[config.mk]
export PLATFORM = sky130hd
export DESIGN_NAME = group_ctrl_gen
export DESIGN_NICKNAME = d
export VERILOG_FILES = /design/src/rtl/group_ctrl_gen.sv
export SDC_FILE = /design/constraint.sdc
export NUM_CORES = 1
export LEC_CHECK = 0
export CORE_MARGIN = 2
export CORE_UTILIZATION = 51
export CTS_BUF_LIST = sky130_fd_sc_hd__clkbuf_4 sky130_fd_sc_hd__clkbuf_8
export CTS_CLUSTER_DIAMETER = 60
export DETAILED_ROUTE_END_ITERATION = 7
export PLACE_DENSITY = 0.78
export SYNTH_ARGS = -nofsm -noshare
export SYNTH_HDL_FRONTEND = slang
export SYNTH_SLANG_ARGS = --single-unit
export TNS_END_PERCENT = 20
[constraint.sdc]
create_clock -name clk -period 2.1 [get_ports clk]
set_input_delay 0.21 -clock clk [delete_from_list [all_inputs] [get_ports clk]]
set_output_delay 0.21 -clock clk [all_outputs]
set_load 0.05 [all_outputs]
[src/rtl/group_ctrl_gen.sv]
// Group-control waveform generator: dim PWM or slow blink shared by all LEDs in group mode.
// Define GRP_SHADOW_EN to shadow grppwm/grpfreq/dmblnk until each period boundary or sleep exit.
module group_ctrl_gen #(
  parameter int unsigned DIM_DIV   = 4,
  parameter int unsigned BLINK_DIV = 16
) (
  input  logic       clk,
  input  logic       rst,
  input  logic       sleep,
  input  logic       dmblnk,
  input  logic [7:0] grppwm,
  input  logic [7:0] grpfreq,
  output logic       group_out,
  output logic       period_start
);

  localparam int unsigned MAXDIV = (DIM_DIV > BLINK_DIV) ? DIM_DIV : BLINK_DIV;
  localparam int          PW     = (MAXDIV > 1) ? $clog2(MAXDIV) : 1;

  typedef enum logic {S_DIM = 1'b0, S_BLINK = 1'b1} state_t;

  state_t          r_state, w_state_nxt;
  logic [PW-1:0]   r_presc, w_presc_nxt, w_div_m1;
  logic [7:0]      r_sub, w_sub_nxt;
  logic [7:0]      r_phase, w_phase_nxt;
  logic [7:0]      w_duty, w_freq;
  logic            r_sleep_d, r_start, w_start_nxt;
  logic            r_group_out, r_period_start, w_group_nxt;
  logic            w_tick, w_step, w_wrap, w_exit, w_restart;

`ifdef GRP_SHADOW_EN
  logic [7:0] r_duty_eff, r_freq_eff;

  assign w_duty    = r_duty_eff;
  assign w_freq    = r_freq_eff;
  assign w_restart = 1'b0;

  // Shadow values only change at a boundary or when leaving sleep.
  always_ff @(posedge clk or posedge rst) begin
    if (rst) begin
      r_duty_eff <= '0;
      r_freq_eff <= '0;
    end else if (!sleep && (w_exit || w_wrap)) begin
      r_duty_eff <= grppwm;
      r_freq_eff <= grpfreq;
    end
  end
`else
  logic r_dmblnk_d;

  assign w_duty    = grppwm;
  assign w_freq    = grpfreq;
  assign w_restart = dmblnk ^ r_dmblnk_d;

  always_ff @(posedge clk or posedge rst) begin
    if (rst) r_dmblnk_d <= 1'b0;
    else     r_dmblnk_d <= dmblnk;
  end
`endif

  assign w_div_m1 = (r_state == S_BLINK) ? PW'(BLINK_DIV - 1) : PW'(DIM_DIV - 1);
  assign w_exit   = ~sleep & r_sleep_d;
  assign w_tick   = (r_presc == w_div_m1);
  assign w_step   = w_tick & ((r_state == S_DIM) | (r_sub == w_freq));
  assign w_wrap   = w_step & (r_phase == 8'hFF);

  always_comb begin
    w_state_nxt = r_state;
    w_presc_nxt = r_presc;
    w_sub_nxt   = r_sub;
    w_phase_nxt = r_phase;
    w_start_nxt = 1'b0;
    w_group_nxt = 1'b0;
    if (sleep) begin
      w_presc_nxt = '0;
      w_sub_nxt   = '0;
      w_phase_nxt = '0;
    end else if (w_exit || w_restart) begin
      // Fresh start at phase 0 in the requested mode; pulse follows with the first output.
      w_state_nxt = state_t'(dmblnk);
      w_presc_nxt = '0;
      w_sub_nxt   = '0;
      w_phase_nxt = '0;
      w_start_nxt = 1'b1;
      w_group_nxt = w_exit ? 1'b0 : (r_phase < w_duty);
    end else begin
      w_group_nxt = (r_phase < w_duty);
      w_presc_nxt = w_tick ? '0 : r_presc + 1'b1;
      if (w_tick && (r_state == S_BLINK))
        w_sub_nxt = (r_sub == w_freq) ? 8'd0 : r_sub + 8'd1;
      if (w_step)
        w_phase_nxt = r_phase + 8'd1;
      if (w_wrap) begin
        w_start_nxt = 1'b1;
        if (state_t'(dmblnk) != r_state) begin
          w_state_nxt = state_t'(dmblnk);
          w_presc_nxt = '0;
          w_sub_nxt   = '0;
        end
      end
    end
  end

  always_ff @(posedge clk or posedge rst) begin
    if (rst) r_state <= S_DIM;
    else     r_state <= w_state_nxt;
  end

  always_ff @(posedge clk or posedge rst) begin
    if (rst) begin
      r_presc        <= '0;
      r_sub          <= '0;
      r_phase        <= '0;
      r_sleep_d      <= 1'b0;
      r_start        <= 1'b0;
      r_group_out    <= 1'b0;
      r_period_start <= 1'b0;
    end else begin
      r_presc        <= w_presc_nxt;
      r_sub          <= w_sub_nxt;
      r_phase        <= w_phase_nxt;
      r_sleep_d      <= sleep;
      r_start        <= w_start_nxt;
      r_group_out    <= w_group_nxt;
      r_period_start <= ~sleep & r_start;
    end
  end

  assign group_out    = r_group_out;
  assign period_start = r_period_start;

endmodule

After elaboration in Yosys (flattened, before gate mapping)
Index checks and enable logic that the tools add are counted.

cells by class
  add/subtract/negate cells = 3
  $lt $le $gt $ge = 1
  equality and inequality tests = 4
  mux-type cells = 24
  bitwise operators = 8
  reductions and logical operators = 6

operators with widths
  kind                                                            number
  8-bit 2-to-1 mux                                                9
  4-bit 2-to-1 mux                                                6
  8-bit by 1-bit adder with 8-bit output (second input constant)  2
  1-bit 2-to-1 mux                                                9
  8-bit equality test                                             1
  8-bit equality test (second input constant)                     1
  8-bit < comparator                                              1
  4-bit by 1-bit adder with 4-bit output (second input constant)  1
  1-bit AND                                                       4
  4-bit equality test                                             1
  2-bit nonzero test                                              2
  3-bit AND reduction                                             1
  3-bit nonzero test                                              1
  1-bit NOT                                                       2
  1-bit logical AND                                               1
  1-bit logical OR                                                1
  1-bit inequality test                                           1
  1-bit OR                                                        1
  1-bit bitwise XOR                                               1

word-level totals
  register bits = 26
  output and inout bits = 2

Logic depth before layout (Yosys ltp)
Gate-level depths: netlist of the first run.

  depth in word-level cells = 8
  gate-level depth with buffers = 7
  gate-level depth less buffers = 6

Worst setup path after synthesis of the first run
Ideal clock, no wire load.

  kind = reg-to-reg
  start = reg r_presc[0]
  end = reg r_phase[7]
  setup time = 78 ps
  data arrival time = 1,898 ps
  required time = 2,022 ps
  path slack = 125 ps
  stages on the path, launching flop included = 7
  path buffers = 1
  clock period less this slack = 1,975 ps
  cell sequence = dfrtp_1 -> ha_1 -> or4b_4 -> and2_4 -> buf_6 -> or4_1 -> a21oi_1

between the ends
  longest elaborated chain between the ends = 3

RTL lines
  element                              line  source
  start: declaration                   23    logic [PW-1:0] r_presc, w_presc_nxt, w_div_m1;
  start signal: assignment             119   r_presc <= w_presc_nxt;
  4-bit equality test                  63    assign w_tick = (r_presc == w_div_m1);
  1-bit AND                            64    assign w_step = w_tick & ((r_state == S_DIM) | (r_sub == w_freq));
  3-bit nonzero test (no source line)  --
  end signal: assignment               121   r_phase <= w_phase_nxt;
  end: declaration                     25    logic [7:0] r_phase, w_phase_nxt;

Every way passes these cells.
A chain may end at the register's enable or synchronous reset.

Worst setup path after layout of the first run
  start = reg r_presc[1]
  end = reg r_phase[5]

Same word-level chain as after synthesis.

==> results of run 1 <==
-- worst max-delay path, delay by kind of cell, from the launching register on --
family                     cells  cell delay, ns
DFF                            1            0.43
AOI/OAI and AO/OA              1            0.16
and+or+nand+nor                3            1.20
adders and majority gates      1            0.18
-- cells by family (layout without fill, tap and decap cells) --
family	Yosys count	in the layout	synth area share (%)
flops	26	26	41.43
xor+xnor	20	20	11.16
compound gates	33	33	14.18
buf+inv	14	47	3.825
simple gates	59	59	21.43
fa+ha+maj	10	10	7.968
-- area by class of cell --
class	count	area, um^2
sequential	26	650.6
timing repair buffer	33	300.3
inverter	10	37.54
tap	33	41.29
clock buffer	4	36.28
fill	238	1018
multi-input combinational	122	893.4
-- worst max path at each step --
stage                     startpoint         end  slack (ns)  cells past startpoint
after floorplan           r_presc[0]  r_phase[7]        0.12                      6
after global placement    grpfreq[6]  r_phase[5]       0.002                      6
after detailed placement  grpfreq[3]  r_phase[5]       -0.06                      6
after CTS                 r_presc[0]  r_phase[6]        0.02                      6
after global routing      r_presc[0]  r_phase[6]       -0.01                      6
final                     r_presc[1]  r_phase[5]        0.07                      5
-- cell usage after synthesis (all sizes together) (3+ instances only) --
cell	n	area, um^2
or4	5	37.54
o31ai	5	37.54
or3	3	18.77
nand4	5	31.28
and4	3	27.53
nor2	14	52.55
xor2	15	131.4
clkbuf	3	11.26
o21ai	6	33.78
ha	10	125.1
nand3	5	25.02
xnor2	5	43.79
dfrtp	26	650.6
a31oi	4	25.02
inv	10	37.54
a21oi	8	40.04
nand2	12	45.04
-- layer usage --
metal	share of wire, %	global-route usage [%]	wire length [um]	vias up
met4	1.7	7.619	60	0
met5	0	0	0	-
met3	4.0	4.148	140	9
met2	49	36.73	1719	36
met1	45	27.70	1574	643
li1	-	-	-	645
-- power by group through the flow --
stage	Clock, uW	Combinational (uW)	Sequential [uW]
after floorplan	0	64.9	535
after global placement	0	152	526
after detailed placement	0	159	527
after CTS	261	163	517
after global routing	282	180	519
final	248	165	518
-- sequential cells by signal (all words and copies together), names as in the netlist --
| signal | cells |
|---|---|
| r_presc | 4 |
| r_state | 1 |
| r_start | 1 |
| group_out | 1 |
| r_phase | 8 |
| r_sleep_d | 1 |
| r_dmblnk_d | 1 |
| r_sub | 8 |
| period_start | 1 |
-- stage by stage --
stage	setup slack (ns)	power [uW]	cell area [um^2]	util [%]
finish	0.07244	930.4	1959	65.80
global route	-0.01275	981.1	1959	65.80
CTS	0.02133	941.1	1926	64.66
global placement	0.001642	678.7	1882	63.19
floorplan	0.1246	599.5	1570	-
detailed placement	-0.05874	686.3	1882	63.19
-- timing repair --
action | CTS | global route
pin swaps | 0 | 1
resized for setup | 1 | 5
buffers inserted | 0 | 1
setup endpoints to repair | 8 | 14
==> flow_results.org, run 1 <==
** Clock network
- The clock passes through at most 2 buffers.
- Root buffer selected by CTS :: clkbuf_4
- Clk sinks :: 26
- TritonCTS created 3 clock buffers.
- TritonCTS built the clock tree.
- CTS built an H-tree with a depth of 1.
- Number of hold-repair buffers added at the cts stage :: 0
- The later pin in the worst-skew pair is clocked with a latency of 0.32 ns.
- Clock-pin slew of the registers on the worst-case setup and hold paths :: 0.13 ns

** Pwr
- Internal power comes to 697.6 uW.
- VDD sags by at most 0.3070 mV.
- Combinational cells account for 17.7% of the total power.
- Sequential group share of total power :: 55.7%
- The share of total power dissipated in the clock network is 26.6%.
- Fraction of power spent switching nets :: 25.02%
- Power per Cell Area :: 474.8 nW/um^2
- In this run the power spent charging and discharging nets is 232.8 uW.
- Total leakage power :: 0.0008746 uW

** Die
- From left edge to right edge, the die measures 59.49 um.
- The die covers 3539 um^2.
- Die Span Y :: 59.49 um
- Ports placed on the boundary :: 22
- Core Region :: 2978 um^2
- Effective utilization at floorplan :: 52.73%
- In this run the core area contains 20 standard-cell rows.

** Global routing
- After global routing the overflow that remains totals 0.
- In the global route stage, overall resource usage came out at 21.73%.
- Global-route wire length before repair :: 5.844 mm
- The number of antenna violations at the first check in global routing came to 0.
- Entering global routing, the biggest net connects 27 pins.
- Via count of the first global-routing pass :: 1363

** Placement
- Dpl cells :: 223
- Dpl hpwl :: 2.700 mm
- In this run the tool buffered the top-level ports with 21 buffer cells.
- At the end of routability-driven placement, the weighted congestion stood at 0.8631.

** Timing
- Setup violations remaining at the end of the flow were counted as 0.
- Total negative setup slack :: 0 ns
- After layout, the minimum clock period comes to 2.028 ns.
- Slew Limit Headroom :: 66.90%
- Timing would allow up to 0.4932 GHz.
- For the pin with the worst max-slew slack, the measured transition is 0.4949 ns.
- Hold is met by 0.2272 ns.
- Pins over their slew limit :: 0
- Clock skew on the completed layout was measured at 0.005551 ns.
- Share of the clock period used by the worst path :: 96.55%
- The number of failing hold endpoints at the final stage was 0.

** Cells and area
- In the layout the commonest cells are dfrtp_1, clkdlybuf4s50_1, xor2_1, nor2_1, buf_4.
- Synthesis-to-finish area growth :: 24.78%
- The net count of the finished layout is 226.
- The library cell used most frequently in the layout, excluding fill and tap cells, is dfrtp_1.
- After the flow finishes, the layout carries non-filler instances totaling 228.
- The number of antenna diodes in the final layout is 0.
- Fraction of layout instances using a drive strength above 1 :: 14.36%

** Setup path
- Crit. End Element :: flip-flop
- STA classifies the critical path startpoint as a flip-flop.
- Data on the critical path is required at its endpoint by 2.36 ns.
- Worst reg-to-reg setup slack :: 0.07 ns
- Reg2Reg Capture Point :: r_phase[5]
- On the worst path, the slowest cell contributes a delay of 0.50 ns.
- Data arrives at the worst endpoint at 2.29 ns.
- Critical path start-end classification :: flip-flop to flip-flop
- The slowest stage of the critical path is the or4b_4 cell.
- Reg2Reg Depth :: 5
- The startpoint identified for the worst register-to-register timing path is r_presc[1].
- Walking the worst path, the cells encountered are ha_4 -> or4b_4 -> and2_4 -> or4_1 -> a21oi_2.
- In this run the worst path has a maximum fanout of 9.

** Synth
- In this run, synthesis inferred 0 flip-flops with an integrated enable.
- Register bit total from synthesis :: 26
- Synthesized netlist cell count :: 162
- The number of different library cells used by synthesis comes to 37.
- Total nets after synthesis :: 192
- Post-Synthesis Cell Area :: 1570 um^2
- Sequential elements use 41.43% of the synthesized area.
- Post-synth ARST share :: 100.0%
- Post-synthesis area per instance :: 9.693 um^2
- The most used flip-flop cell after synthesis is dfrtp_1.
- During synthesis, Yosys emitted a total of 0 warnings.

** Detailed routing
- Detailed routing inserted a total of 1333 vias.
- Via density :: 5.846
- Wires add up to 3.495 mm.
- Total iterations of the first detailed-routing run :: 5
- In this run, the number of DRC markers left after iteration 0 of detailed routing was 50.
- In the final routed layout, each cell accounts on average for 15.33 um.
- Final ANT Viol Nets :: 0
- Total DRC errors in the routed layout :: 0

** Worst hold path
- Hold Crit Class :: input port to asynchronous set/reset pin

** Job
- Max-Cap Viols :: 0

** Status
- Run status :: finished, final reports clean
(Power assumes the default switching activity.)
==> inputs of run 2 (changes only) <==
--- a/config.mk
+++ b/config.mk
@@ -5,6 +5,7 @@
 export SDC_FILE = /design/constraint.sdc
 export NUM_CORES = 1
 export LEC_CHECK = 0
+export CORE_ASPECT_RATIO = 1.4
 export CORE_MARGIN = 2
 export CORE_UTILIZATION = 51
 export CTS_BUF_LIST = sky130_fd_sc_hd__clkbuf_4 sky130_fd_sc_hd__clkbuf_8
==> flow_results.org, run 2 (synthesis results as in run 1) <==
** Status
- The flow ran to the end, and the final reports show no timing, DRC or antenna violations.

** Global routing
- The largest net degree at the start of global routing came to 27 (unchanged).
- Total overflow reported by the global router :: 0 (unchanged)
- The first-pass GRT wire length is 5.692 mm (-2.6%).
- The number of antenna violations at the first check in global routing is 0 (unchanged).
- The via count of the first global-routing pass came to 1380 (+1.2%).
- The overall fraction of global-route tracks in use was 20.54% (-1.2 points).

** Clock network
- CTS H-tree depth :: 1 (unchanged)
- The clock latency on the worst-skew pair came to 0.27 ns (-0.05 ns).
- Clk sinks :: 26 (unchanged)
- Clock-pin slew of the registers on the worst-case setup and hold paths :: 0.09 ns (-0.04 ns)
- The maximum buffer depth of the clock tree came to 2 (unchanged).
- Root buffer selected by CTS :: clkbuf_8
- Number of hold-repair buffers added at the cts stage :: 0 (unchanged)
- The number of buffers added by the clock tree synthesis step was 3 (unchanged).
- TritonCTS clock tree :: built

** Detailed routing
- The remaining antenna violation count was 0 (unchanged).
- The average routed wire per standard cell was 14.97 um (-2.4%).
- The average vias per placed instance came to 5.843 (about the same).
- Total via count in the routed design :: 1379 (+3.5%)
- The number of iterations in the first detailed-routing pass came to 4 (-1).
- The final routed DRC violation total was 0 (unchanged).
- The number of DRC violations after detailed-routing iteration 0 was 55 (+10%).
- The routed wire length was 3.532 mm (+1.1%).

** Cells and area
- Synthesis-to-finish area growth :: 27.89%
- # nets final :: 230 (+1.8%)
- In the layout the commonest cells are dfrtp_1, clkdlybuf4s50_1, buf_4, xor2_1, nor2_1.
- The share of cells above drive strength 1 came to 16.58% (+2.2 points).
- Count of fill cells added during filler insertion :: 217 (-8.8%)
- The antenna diode count was 0 (unchanged).
- Leaving out fill and tap cells, the most frequent cell in the layout is dfrtp_1.
- Biggest regs :: r_phase x8, r_sub x8, r_presc x4
- Non-Filler Cell Area, Final :: 2008 um^2 (+2.5%)

** Worst hold path
- Hold Crit Class :: input port to asynchronous set/reset pin

** Timing
- The final setup violation count is 0 (unchanged).
- Slew Limit Headroom :: 67.28% (+0.38 points)
- Worst Max-Slew Pin Slew :: 0.4892 ns (-0.005685 ns)
- The total count of max-transition violations in the final report was 0 (unchanged).
- Min Clock Period, post-route :: 2.036 ns (+0.008713 ns)
- The number of failing hold endpoints at the final stage came to 0 (unchanged).
- Highest attainable clock frequency :: 0.4911 GHz (-0.43%)
- The setup TNS came to 0 ns (unchanged).
- The final cycle utilization of the critical path was 96.97% (+0.41 points).
- Maximum clock skew at final layout :: 0.001263 ns (-0.004289 ns)
- The worst slack on hold paths was 0.2874 ns (+0.06019 ns).

** Pwr
- The internal portion of total power came to 766.0 uW (+9.8%).
- The switching portion of total power was 24.45% (-0.58 points).
- The worst ir drop on vdd came to 0.4234 mV (+38%).
- Total leakage power :: 0.0009005 uW (+3.0%)
- Power share of the combinational group :: 16.6% (-1.1 points)
- The share of total power in the clock network is 32.4% (+5.8 points).
- Sequential group share of total power :: 50.9% (-4.8 points)
- Power per Cell Area :: 504.9 nW/um^2 (+6.3%)
- Switching pwr :: 247.9 uW (+6.5%)

** Die
- The width of the die is 50.90 um (-14%).
- The number of top-level pins is 22 (unchanged).
- Die area :: 3545 um^2 (+0.17%)
- The number of placement rows is 23 (+15%).
- Core Region :: 2907 um^2 (-2.4%)
- Effective utilization at floorplan :: 54.02% (+1.3 points)
- Die Span Y :: 69.66 um (+17%)

** Placement
- The count of buffers inserted at the top-level ports came to 21 (unchanged).
- The total cell area at the placement stage is 1917 um^2 (+1.9%).
- The detailed placement HPWL came to 2.612 mm (-3.3%).
- Global placer's final weighted congestion :: 0.8321 (-3.6%)

** Setup path
- Critical-path maximum fanout :: 4 (-5)
- The worst setup path is launched from a flip-flop.
- CP Depth :: 6 (+1)
- Reg2Reg Depth :: 6 (+1)
- Top cell family by delay on the critical path :: compound AO/OA/AOI/OAI gates
- Buffers plus inverters on the worst setup path :: 0 (unchanged)
- Cells along the critical path :: ha_4 -> or4b_4 -> a211oi_4 -> a31oi_1 -> o21a_1 -> o22a_1
- Largest incremental delay on the critical path :: 0.51 ns (about the same)
- Library cell contributing the largest single delay on the critical path :: or4b_4
- The worst setup path is of the flip-flop to flip-flop kind.
- Worst path arrival time :: 2.20 ns (-0.09 ns)
- STA classifies the critical path endpoint as a flip-flop.
- The required time at the endpoint of the critical path came to 2.27 ns (-0.09 ns).

** Job
- The number of max-cap violations was 0 (unchanged).
==> run 2: changes by cell type in the layout (fill, tap and decap cells not counted) <==
cell	previous run	this run
o21ai_2	0	1
o21ai_4	1	0
clkbuf_4	3	0
nand2_1	11	10
clkbuf_8	1	4
nand2_2	1	2
buf_4	12	16
==> run 2: stage by stage <==
stage          instances  util [%]  worst slack [ns]  total power [uW]
2_1_floorplan        162         -            0.1246             599.5
5_1_grt              236     69.09          -0.02493              1057
3_5_place_dp         231     65.95          -0.02289             691.8
6_report             236     69.09           0.06372              1014
3_3_place_gp         231     65.95           0.04137             686.2
4_1_cts              235     67.84          0.003502              1014
==> run 2: worst register-to-register path, cell delays in order (launching register included) <==
cell      delay [ns]
dfrtp_1         0.44
ha_4            0.18
or4b_4          0.51
a211oi_4        0.33
a31oi_1         0.13
o21a_1          0.18
o22a_1          0.17
==> run 2: final cells by class <==
cell class	instances	area (um^2)	share of cell area, %
Inverter	10	37.54	1.869
Multi-Input combinational cell	122	888.4	44.24
Tap cell	37	46.29	2.305
Clock buffer	4	55.05	2.741
Sequential cell	26	650.6	32.40
Timing Repair Buffer	37	330.3	16.45
==> run 2: routing by layer <==
layer	track usage [%]	part of all wire, %
met2	38.16	55
met1	21.74	40
met3	2.371	3.9
met4	10.81	1.6
met5	0	0
==> run 2: power groups by stage <==
stage	Combinational (uW)	Sequential, uW	Clock (uW)
floorplan	64.9	535	0
global placement	161	525	0
detailed placement	166	526	0
CTS	168	516	331
global route	186	518	353
finish	169	517	329
==> run 2: what timing repair did <==
item,4_1_cts,5_1_grt
gates resized for setup,0,6
setup buffers,0,1
endpoints found under the setup margin,0,13
==> run 2: worst paths after layout <==
path | start | to | slack, ns
min in group clk | r_start | period_start | 0.47
hold / removal | rst | period_start | 0.29
hold reg to reg | r_start | period_start | 0.47
max in group asynchronous | rst | r_presc[0] | 1.57
setup / recovery | r_presc[0] | r_state | 0.06
setup reg to reg | r_presc[0] | r_state | 0.06
